<file path="src/rtl/regfile_pkg.sv">
// Shared constants and types for the Raisin64 register file controller.
package regfile_pkg;

    localparam int REG_BITS = 6;
    localparam int DATA_W   = 64;
    localparam int NUM_REGS = 64;
    localparam int ZERO_REG = 0;

    typedef logic [REG_BITS-1:0] reg_idx_t;
    typedef logic [DATA_W-1:0]   reg_data_t;

endpackage

</file>
<file path="src/rtl/rr_arbiter.sv">
// Round-robin arbiter: combinational one-hot grant, pointer advances past the winner.
module rr_arbiter #(
    parameter int N     = 3,
    parameter int IDX_W = (N > 1) ? $clog2(N) : 1
) (
    input  logic             clk,
    input  logic             rst_n,
    input  logic [N-1:0]     req,
    output logic [N-1:0]     grant,
    output logic [IDX_W-1:0] grant_idx,
    output logic             grant_any
);

    logic [IDX_W-1:0] ptr;
    int               scan;

    // Scan from the pointer upward, wrapping, and take the first requester.
    always_comb begin
        grant     = '0;
        grant_idx = '0;
        grant_any = 1'b0;
        scan      = 0;
        for (int k = 0; k < N; k++) begin
            scan = int'(ptr) + k;
            if (scan >= N) begin
                scan = scan - N;
            end
            if (!grant_any && req[scan]) begin
                grant[scan] = 1'b1;
                grant_idx   = IDX_W'(scan);
                grant_any   = 1'b1;
            end
        end
    end

    always_ff @(posedge clk or negedge rst_n) begin
        if (!rst_n) begin
            ptr <= '0;
        end else if (grant_any) begin
            ptr <= (int'(grant_idx) == N - 1) ? '0 : grant_idx + 1'b1;
        end
    end

endmodule

</file>
<file path="src/rtl/regfile_ctrl.sv">
// Register file controller: write-port arbitration, pending-write scoreboard and issue stall.
// Optional macro REGCTRL_WB_BYPASS_EN lets issue proceed past a register being written this cycle.
module regfile_ctrl #(
    parameter int NUM_SRC  = 3,
    parameter int DATA_W   = 64,
    parameter int REG_BITS = 6
) (
    input  logic                         clk,
    input  logic                         rst_n,
    input  logic [NUM_SRC-1:0]           wb_valid,
    output logic [NUM_SRC-1:0]           wb_ready,
    input  logic [NUM_SRC*REG_BITS-1:0]  wb_rn,
    input  logic [NUM_SRC*DATA_W-1:0]    wb_data,
    output logic                         w_en,
    output logic [REG_BITS-1:0]          w_rn,
    output logic [DATA_W-1:0]            w_data,
    input  logic                         iss_valid,
    output logic                         iss_ready,
    input  logic [REG_BITS-1:0]          iss_rs1,
    input  logic [REG_BITS-1:0]          iss_rs2,
    input  logic [REG_BITS-1:0]          iss_rd,
    input  logic                         iss_has_rd,
    output logic                         sb_err
);

    import regfile_pkg::*;

    localparam int SRC_W = (NUM_SRC > 1) ? $clog2(NUM_SRC) : 1;
    localparam int NREGS = 2 ** REG_BITS;

    logic [NUM_SRC-1:0]  grant;
    logic [SRC_W-1:0]    grant_idx;
    logic                grant_any;
    logic [REG_BITS-1:0] sel_rn;
    logic [DATA_W-1:0]   sel_data;
    logic [NREGS-1:0]    pending;
    logic [NREGS-1:0]    busy;
    logic [NREGS-1:0]    clr_vec;
    logic [NREGS-1:0]    set_vec;
    logic                iss_stall;
    logic                iss_fire;

    rr_arbiter #(
        .N     (NUM_SRC),
        .IDX_W (SRC_W)
    ) u_arb (
        .clk       (clk),
        .rst_n     (rst_n),
        .req       (wb_valid),
        .grant     (grant),
        .grant_idx (grant_idx),
        .grant_any (grant_any)
    );

    assign wb_ready = grant;
    assign sel_rn   = wb_rn[grant_idx*REG_BITS +: REG_BITS];
    assign sel_data = wb_data[grant_idx*DATA_W +: DATA_W];

    // A grant to r0 is consumed by the arbiter but never reaches the register file.
    always_ff @(posedge clk or negedge rst_n) begin
        if (!rst_n) begin
            w_en   <= 1'b0;
            w_rn   <= '0;
            w_data <= '0;
        end else if (grant_any && int'(sel_rn) != ZERO_REG) begin
            w_en   <= 1'b1;
            w_rn   <= sel_rn;
            w_data <= sel_data;
        end else begin
            w_en   <= 1'b0;
        end
    end

    always_comb begin
        busy    = pending;
`ifdef REGCTRL_WB_BYPASS_EN
        if (w_en) begin
            busy[w_rn] = 1'b0;
        end
`endif
        busy[0] = 1'b0;
    end

    assign iss_stall = iss_valid & (busy[iss_rs1] | busy[iss_rs2] | (iss_has_rd & busy[iss_rd]));
    assign iss_ready = ~iss_stall;
    assign iss_fire  = iss_valid & iss_ready;

    always_comb begin
        clr_vec = '0;
        set_vec = '0;
        if (w_en) begin
            clr_vec[w_rn] = 1'b1;
        end
        if (iss_fire && iss_has_rd && int'(iss_rd) != ZERO_REG) begin
            set_vec[iss_rd] = 1'b1;
        end
    end

    // Set is applied after clear so a same-cycle reissue of the written register stays pending.
    always_ff @(posedge clk or negedge rst_n) begin
        if (!rst_n) begin
            pending <= '0;
            sb_err  <= 1'b0;
        end else begin
            pending <= ((pending & ~clr_vec) | set_vec) & {{(NREGS-1){1'b1}}, 1'b0};
            sb_err  <= sb_err | (w_en & ~pending[w_rn]);
        end
    end

endmodule

</file>
<file path="config.mk">
export PLATFORM = sky130hd
export DESIGN_NAME = regfile_ctrl
export DESIGN_NICKNAME = d
export VERILOG_FILES = /design/src/rtl/regfile_pkg.sv /design/src/rtl/rr_arbiter.sv /design/src/rtl/regfile_ctrl.sv
export SDC_FILE = /design/constraint.sdc
export NUM_CORES = 1
export LEC_CHECK = 0
export CAP_MARGIN = 20
export CORE_ASPECT_RATIO = 2
export CORE_UTILIZATION = 25
export DETAILED_ROUTE_END_ITERATION = 10
export HOLD_SLACK_MARGIN = 0.1
export SETUP_SLACK_MARGIN = 0.4
export SYNTH_ARGS = -nofsm -noshare
export SYNTH_HDL_FRONTEND = slang
export SYNTH_HIERARCHICAL = 1
export SYNTH_SLANG_ARGS = --single-unit
</file>
<file path="constraint.sdc">
create_clock -name clk -period 10.8 [get_ports clk]
set_input_delay 2.16 -clock clk [delete_from_list [all_inputs] [get_ports clk]]
set_output_delay 2.16 -clock clk [all_outputs]
set_load 0.01 [all_outputs]
</file>
Word level (Yosys, flattened, before mapping):

Index checks and enable logic that the tools add are counted.

* bits in registers: 137
* bits in read-only memories: 0
* input port bits: 235
* bits in latches: 0
* memories kept: 0
* logic and storage cells: 102
* output and inout bits: 76
* memory bits (writable): 0

* multiplexer cells: 43
* magnitude comparators: 15
* bitwise gates (word level): 14
* add/sub/neg operators: 6
* reduce and logical (&&, ||, !) cells: 14
* divide/modulo/power cells: 0
* $mul: 1
* shifts and indexed selects: 2
* equal/unequal tests: 1

Operator list (number)
* $shiftx A192 B9 Y64: 1
* $mux W64: 2
* $ge A32 B1 Y1 const B: 3
* $lt A32 B4 Y1 const B: 3
* $mux W32: 3
* $and A64 B64 Y64: 1
* $ge A32 B3 Y1 const B: 2
* $not A64 Y64: 1
* $or A64 B64 Y64: 1
* $sub A32 B3 Y32 const B: 2
* $lt A6 B7 Y1 const B: 4
* $bmux W1 S6: 4
* $mux W1: 19
* $shiftx A18 B6 Y6: 1
* $demux W1 S6: 2
* $ge A6 B1 Y1 const B: 2
* $reduce_bool A6 Y1: 2
* $logic_and A1 B1 Y1: 10
* $mux W3: 3
* $mux W2: 4
* $bmux W1 S2: 3
* $demux W1 S2: 3
* $or A3 B3 Y3: 2
* $and A1 B1 Y1: 4
* 10 further kinds: 14

Logic depth before layout (Yosys ltp):

Gate-level depths: netlist (run 1).

* word-level depth: 17
* gate-level depth with buffers: 17
* mapped depth without buffers: 12

By module:

The synthesis (run 1) kept the hierarchy.

Modules (own cells, without submodules)
* regfile_ctrl: cells each 1040, sequential area each 3378.2 um2, area each 9639.2 um2, times used 1
* rr_arbiter: cells each 53, sequential area each 50.0 um2, area each 435.4 um2, times used 1

Worst setup path before layout (run 1):

No wires, ideal clock.

* path type: input-to-output
* from: in iss_rs1[0]
* to: out iss_ready
* stages on the path: 8
* data arrival time: 4220 ps
* setup slack: 4420 ps
* required time: 8640 ps
* path buffers: 2
* path through: buf_2 mux4_2 o211ai_1 nand4_1 nor4_1 nand3_1 buf_2 o21ai_0

* cells in the longest elaborated chain, start to end: 6

Ends and longest elaborated chain
* from (decl): line regfile_ctrl.sv:19 `input logic [REG_BITS-1:0] iss_rs1,`
* $bmux W1 S6: line regfile_ctrl.sv:84 `assign iss_stall = iss_valid & (busy[iss_rs1] | busy[iss_rs2] | (iss_has_rd & busy[iss_rd]));`
* $mux W1 (implied by the code): line regfile_ctrl.sv:84
* $or A1 B1 Y1 (2 in series): line regfile_ctrl.sv:84
* $and A1 B1 Y1: line regfile_ctrl.sv:84
* $not A1 Y1: line regfile_ctrl.sv:85 `assign iss_ready = ~iss_stall;`
* to (decl): line regfile_ctrl.sv:18 `output logic iss_ready,`

Every way passes these cells. The select of a mux whose other input is x is not followed.

Worst setup path after layout (run 1):

* from: in iss_rs1[1]
* to: out iss_ready

Same word-level chain as after synthesis.

==> results.ini, run 1 <==
[outcome]
status = finished, final reports clean

[detailed_routing]
wl_per_cell_um = 24.9
vias_per_cell = 5.44
dr.pass1.iters = 5
drt_iter0_drc = 705
drc = 0
routed_wl_um = 46600
antenna_left = 0
vias = 10200

[global_routing]
grt_use_total = 0.232
met1_usage = 0.230
grt_max_degree = 98
use_met2 = 0.433
top_usage_layer = met2
antenna_found_initial = 1
met3_usage = 0.0430
grt_pass1_vias = 10400
grt_pass1_wl_um = 67900
overflow = 0

[pwr]
p_total_mw = 4.24
power_frac_seq = 0.294
clock_power_share = 0.150
p_per_area_nw_per_um2 = 300
power_leakage_nw = 5.15
power.switching_mw = 2.03
irDropWorstVdd_mv = 0.195
p_comb_frac = 0.556
power.internal_mw = 2.21
swShare = 0.480

[clock_network]
clock_path_buffers = 2
cts_tree = yes
cts_setup_buffers = 0
cts_hold_buf = 0
clkSinkCount = 137
htreeDepth = 4
clkLatencyLatePin_ns = 0.45
cts_buffers = 17
path_clk_slew_ns = 0.06
cts-root-buf = clkbuf_16
post_cts_resized = 0

[sta]
finClkSkew_ns = 0.0110
fmax_mhz = 119
fin_setup_tns_ns = 0
final.setup.worst_slack_ns = 2.43
rsz0062_at_grt = no
worstMarginPinSlew_ns = 1.18
final_max_slew_viol_count = 0
hold_violations = 0
maxSlewHeadroom = 0.204
fin_crit_sh = 0.775
hold_slack_ns = 0.477
period_needed_ns = 8.37
setup_viol = 0

[worst_hold_path]
hold_end = w_data[48]
whs_path_depth = 2
holdCritPathClass = reg -> reg
min_from = w_data[48]

[layout]
drive_above_1_share = 0.118
design_area_um2 = 14200
final_common_cell = clkdlybuf4s50_1
nFillCells = 4099
diodes = 0
final_cell_mix = clkdlybuf4s50_1, o21ai_0, dfrtp_1, nand2_1, mux2i_1
layout.cells.non_filler = 1873
multi_input_area_um2 = 6160
post-route-util = 0.358
nets = 1574
seq_area_um2 = 3430
area_delta_synth_final_pct = 40.5

[synthesis]
avgSynthCellArea_um2 = 9.22
ys_ff_latch = 137
synth_seq_area_share = 0.340
syn_area_um2 = 10100
synth_cell_types = 69
async_flop_share = 1.00
postSynthCellCount = 1093
synth_nets = 1332
synth-edff-count = 0
yosys_warnings = 6
synth_flop_cell = dfrtp_1

[worst_setup_path]
crit_required_ns = 8.64
cpPeakStageDelay_ns = 1.18
slowest_stage = clkdlybuf4s50_1
crit_fanout = 64
reg2reg_depth = 14
rr_endpoint = w_data[1]
critPathKind = in -> out
cpMostUsedCell = clkdlybuf4s50_1
path_cells = clkdlybuf4s50_1, mux4_2, a211oi_1, a2111oi_0, a311oi_1, nand3_4, buf_4, o21ai_0, clkdlybuf4s50_1
worstReg2RegStart = u_arb/ptr[0]
endpoint_kind = output pin
start_kind = input pin
arrival_ns = 6.21
reg2reg_slack_ns = 5.81

[die]
core-area_um2 = 39600
io_pins = 311
die_h_um = 286
die_area_um2 = 41200
initial_core_util = 0.255
rows = 103
die_x_um = 144

[placement]
postPlaceCellArea_um2 = 13500
dp_hpwl_um = 34300
gp_congestion = 1.09
dp.cells = 1841
dp_slack_ns = 2.48
portBuffers = 310

[flow_run]
drv_cap = 0

-- registers in the layout (all words and copies together) (netlist names) --
signal and flops:
sb_err 1, w_en 1, u_arb/ptr 2, w_data 64, pending 63, w_rn 6
-- layout make-up --
class,instances,area share
Sequential cell,137,0.242
Inverter,16,0.00424
Multi-Input combinational cell,837,0.435
Clock inverter,13,0.0138
Tap cell,525,0.0464
Timing Repair Buffer,326,0.228
Clock buffer,19,0.0306
-- worst max-delay path, delay by kind of cell --
family / cells / cell delay [ns]
AOI/OAI and AO/OA: 4 / 1.12
buffers and inverters: 3 / 2.20
muxes: 1 / 0.60
and+or+nand+nor: 1 / 0.09
-- routing by layer --
metal / vias up / part of all wire
li1: 4598 / -
met1: 4881 / 0.34
met2: 551 / 0.54
met3: 153 / 0.061
met4: 0 / 0.061
met5: - / 0
-- Yosys cell counts, types with 4 or more instances --
library cell | number | area share
nand3b_1 | 24 | 0.018
nor3_1 | 5 | 0.0025
a31oi_1 | 8 | 0.0050
mux2i_1 | 103 | 0.10
and3_1 | 5 | 0.0031
mux2_2 | 8 | 0.0089
a221oi_1 | 8 | 0.0070
nor2b_1 | 11 | 0.0068
buf_6 | 6 | 0.0067
buf_1 | 14 | 0.0052
ha_1 | 4 | 0.0050
nand2b_1 | 6 | 0.0037
a22o_1 | 10 | 0.0087
or3b_2 | 6 | 0.0052
nand2_1 | 104 | 0.039
nor2_1 | 97 | 0.036
mux4_2 | 23 | 0.051
nor3b_1 | 10 | 0.0075
a21oi_1 | 84 | 0.042
o22ai_1 | 5 | 0.0031
a211oi_1 | 7 | 0.0052
nand3_1 | 22 | 0.011
inv_1 | 15 | 0.0056
dfrtp_1 | 137 | 0.34
a22oi_1 | 16 | 0.012
nand4_1 | 5 | 0.0031
o21ai_0 | 146 | 0.073
clkbuf_1 | 60 | 0.022
buf_2 | 21 | 0.010
o41ai_1 | 5 | 0.0043
o41ai_2 | 58 | 0.094
-- how the worst max path moves through the flow --
stage | startpoint | to | cells after the start
floorplan | iss_rs1[0] | iss_ready | 8
global placement | iss_rs1[1] | iss_ready | 9
detailed placement | iss_rs1[1] | iss_ready | 9
CTS | iss_rs1[1] | iss_ready | 9
global route | iss_rs1[1] | iss_ready | 9
finish | iss_rs1[1] | iss_ready | 9
-- power groups by stage --
stage                     registers [mW]  logic (mW)  clock network [mW]
final                               1.24        2.36               0.636
after CTS                           1.20        2.38               0.650
after global routing                1.26        2.59               0.668
after detailed placement            1.20        2.38                   0
after global placement              1.21        2.35                   0
after floorplan                     1.02        1.53                   0
-- logic make-up (layout without fill, tap and decap cells) --
logic type	count (synthesis)	count (layout)	share of synthesized area
buffers and inverters	119	374	0.0522
adder cells (fa/ha/maj)	4	4	0.00497
AO/OA/AOI/OAI	385	385	0.289
multiplexers	134	134	0.163
AND/OR/NAND/NOR	314	314	0.151
flip-flops	137	137	0.340
No activity file was read; power rests on OpenSTA's default activity.
==> inputs of run 2 (changes only) <==
==> constraint.sdc (replaced) <==
create_clock -name clk -period 8.5 [get_ports clk]
set_input_delay 1.7 -clock clk [delete_from_list [all_inputs] [get_ports clk]]
set_output_delay 1.7 -clock clk [all_outputs]
set_load 0.01 [all_outputs]
==> results.ini, run 2 (same netlist as run 1, synthesis figures left out) <==
[pwr]
power_leakage_nw = 5.11
power.switching_mw = 2.63
irDropWorstVdd_mv = 0.244
clock_power_share = 0.140
p_comb_frac = 0.561
power_frac_seq = 0.299
swShare = 0.492
p_per_area_nw_per_um2 = 379
power.internal_mw = 2.72
p_total_mw = 5.35

[global_routing]
use_met2 = 0.435
top_usage_layer = met2
met3_usage = 0.0487
antenna_found_initial = 0
grt_use_total = 0.236
grt_pass1_vias = 10400
grt_max_degree = 94
met1_usage = 0.234
overflow = 0
grt_pass1_wl_um = 69200

[detailed_routing]
vias = 10200
vias_per_cell = 5.43
wl_per_cell_um = 25.3
dr.pass1.iters = 5
routed_wl_um = 47400
drc = 0
antenna_left = 0
drt_iter0_drc = 601

[layout]
nets = 1574
final_common_cell = clkdlybuf4s50_1
biggestRegsByFlops = w_data: 64 flops, pending: 63 flops, w_rn: 6 flops
multi_input_area_um2 = 6160
nFillCells = 4051
final_cell_mix = clkdlybuf4s50_1, o21ai_0, dfrtp_1, nand2_1, mux2i_1
regMostFlops = w_data
area_delta_synth_final_pct = 40.0
largest_register_ffs = 64
seq_area_um2 = 3430
drive_above_1_share = 0.119

[worst_setup_path]
endpoint_kind = output pin
crit_required_ns = 6.80
reg2reg_slack_ns = 4.14
crit_fanout = 30
arrival_ns = 5.35
rr_endpoint = w_data[38]
start_kind = input pin
worstReg2RegStart = u_arb/ptr[0]
critPathKind = in -> out
reg2reg_depth = 12

[clock_network]
clock_path_buffers = 2
path_clk_slew_ns = 0.06
clkSinkCount = 137
htreeDepth = 4
cts_tree = yes
clkLatencyLatePin_ns = 0.44
cts-root-buf = clkbuf_16
cts_setup_buffers = 0
cts_hold_buf = 0
cts_buffers = 17
post_cts_resized = 0

[sta]
final_max_slew_viol_count = 0
worstMarginPinSlew_ns = 1.06
setup_viol = 0
fmax_mhz = 142
maxSlewHeadroom = 0.292
fin_setup_tns_ns = 0
fin_crit_sh = 0.829
hold_violations = 0
finClkSkew_ns = 0.00615
period_needed_ns = 7.05
rsz0062_at_grt = no

[die]
io_pins = 311
rows = 103
die_x_um = 144
core-area_um2 = 39600
initial_core_util = 0.255
die_area_um2 = 41200
die_h_um = 286

[worst_hold_path]
min_from = w_data[36]
whs_path_depth = 2
holdCritPathClass = reg -> reg
hold_end = w_data[36]

[outcome]
status = finished, final reports clean

[placement]
portBuffers = 310
dp_hpwl_um = 35100
gp_congestion = 1.02

[flow_run]
drv_cap = 0

## run 2: layout make-up
cell class | count | share of cell area
flip-flops and latches | 137 | 0.243
repair buffers | 326 | 0.229
multi-input cells | 837 | 0.437
clock inverters | 14 | 0.00976
diodes | 1 | 0.000177
well taps | 525 | 0.0466
inverters | 16 | 0.00426
clock buffers | 18 | 0.0311
## run 2: metal layers
| metal | vias up | part of all wire |
|---|---|---|
| met5 | - | 0 |
| met1 | 4951 | 0.34 |
| li1 | 4598 | - |
| met4 | 0 | 0.065 |
| met3 | 136 | 0.059 |
| met2 | 486 | 0.54 |
## run 2: power groups by stage
| stage | clock network, mW | logic (mW) | registers, mW |
|---|---|---|---|
| floorplan | 0 | 1.94 | 1.29 |
| global placement | 0 | 2.98 | 1.57 |
| detailed placement | 0 | 3.02 | 1.57 |
| CTS | 0.772 | 3.02 | 1.56 |
| global route | 0.796 | 3.31 | 1.62 |
| finish | 0.749 | 3.00 | 1.60 |
## run 2: worst max-delay path by stage
stage	startpoint	endpoint	slack (ns)
after floorplan	iss_rs1[0]	iss_ready	3.04
after global placement	iss_rd[2]	iss_ready	1.48
after detailed placement	iss_rd[2]	iss_ready	1.50
after CTS	iss_rd[2]	iss_ready	1.49
after global routing	iss_rd[2]	iss_ready	1.27
final	iss_rd[2]	iss_ready	1.45
## run 2: through the flow
step | cells | area, um2 | hold slack [ns] | util | setup slack (ns)
3_5_place_dp | 1841 | 13500 | 0.469 | 0.342 | 1.50
6_report | 1874 | 14100 | 0.480 | 0.357 | 1.45
4_1_cts | 1873 | 14100 | 0.486 | 0.357 | 1.49
3_3_place_gp | 1841 | 13500 | 0.460 | 0.342 | 1.48
2_1_floorplan | 1093 | 10100 | 0.503 | - | 3.04
5_1_grt | 1873 | 14100 | 0.505 | 0.357 | 1.27
## run 2: worst max-delay path: stages
cell             delay (ns)
clkdlybuf4s50_1        1.13
nor2_1                 0.39
a22o_1                 0.28
a221o_1                0.30
a2111oi_0              0.36
and3_1                 0.32
nor2b_1                0.07
o21ai_0                0.21
clkdlybuf4s50_1        0.58
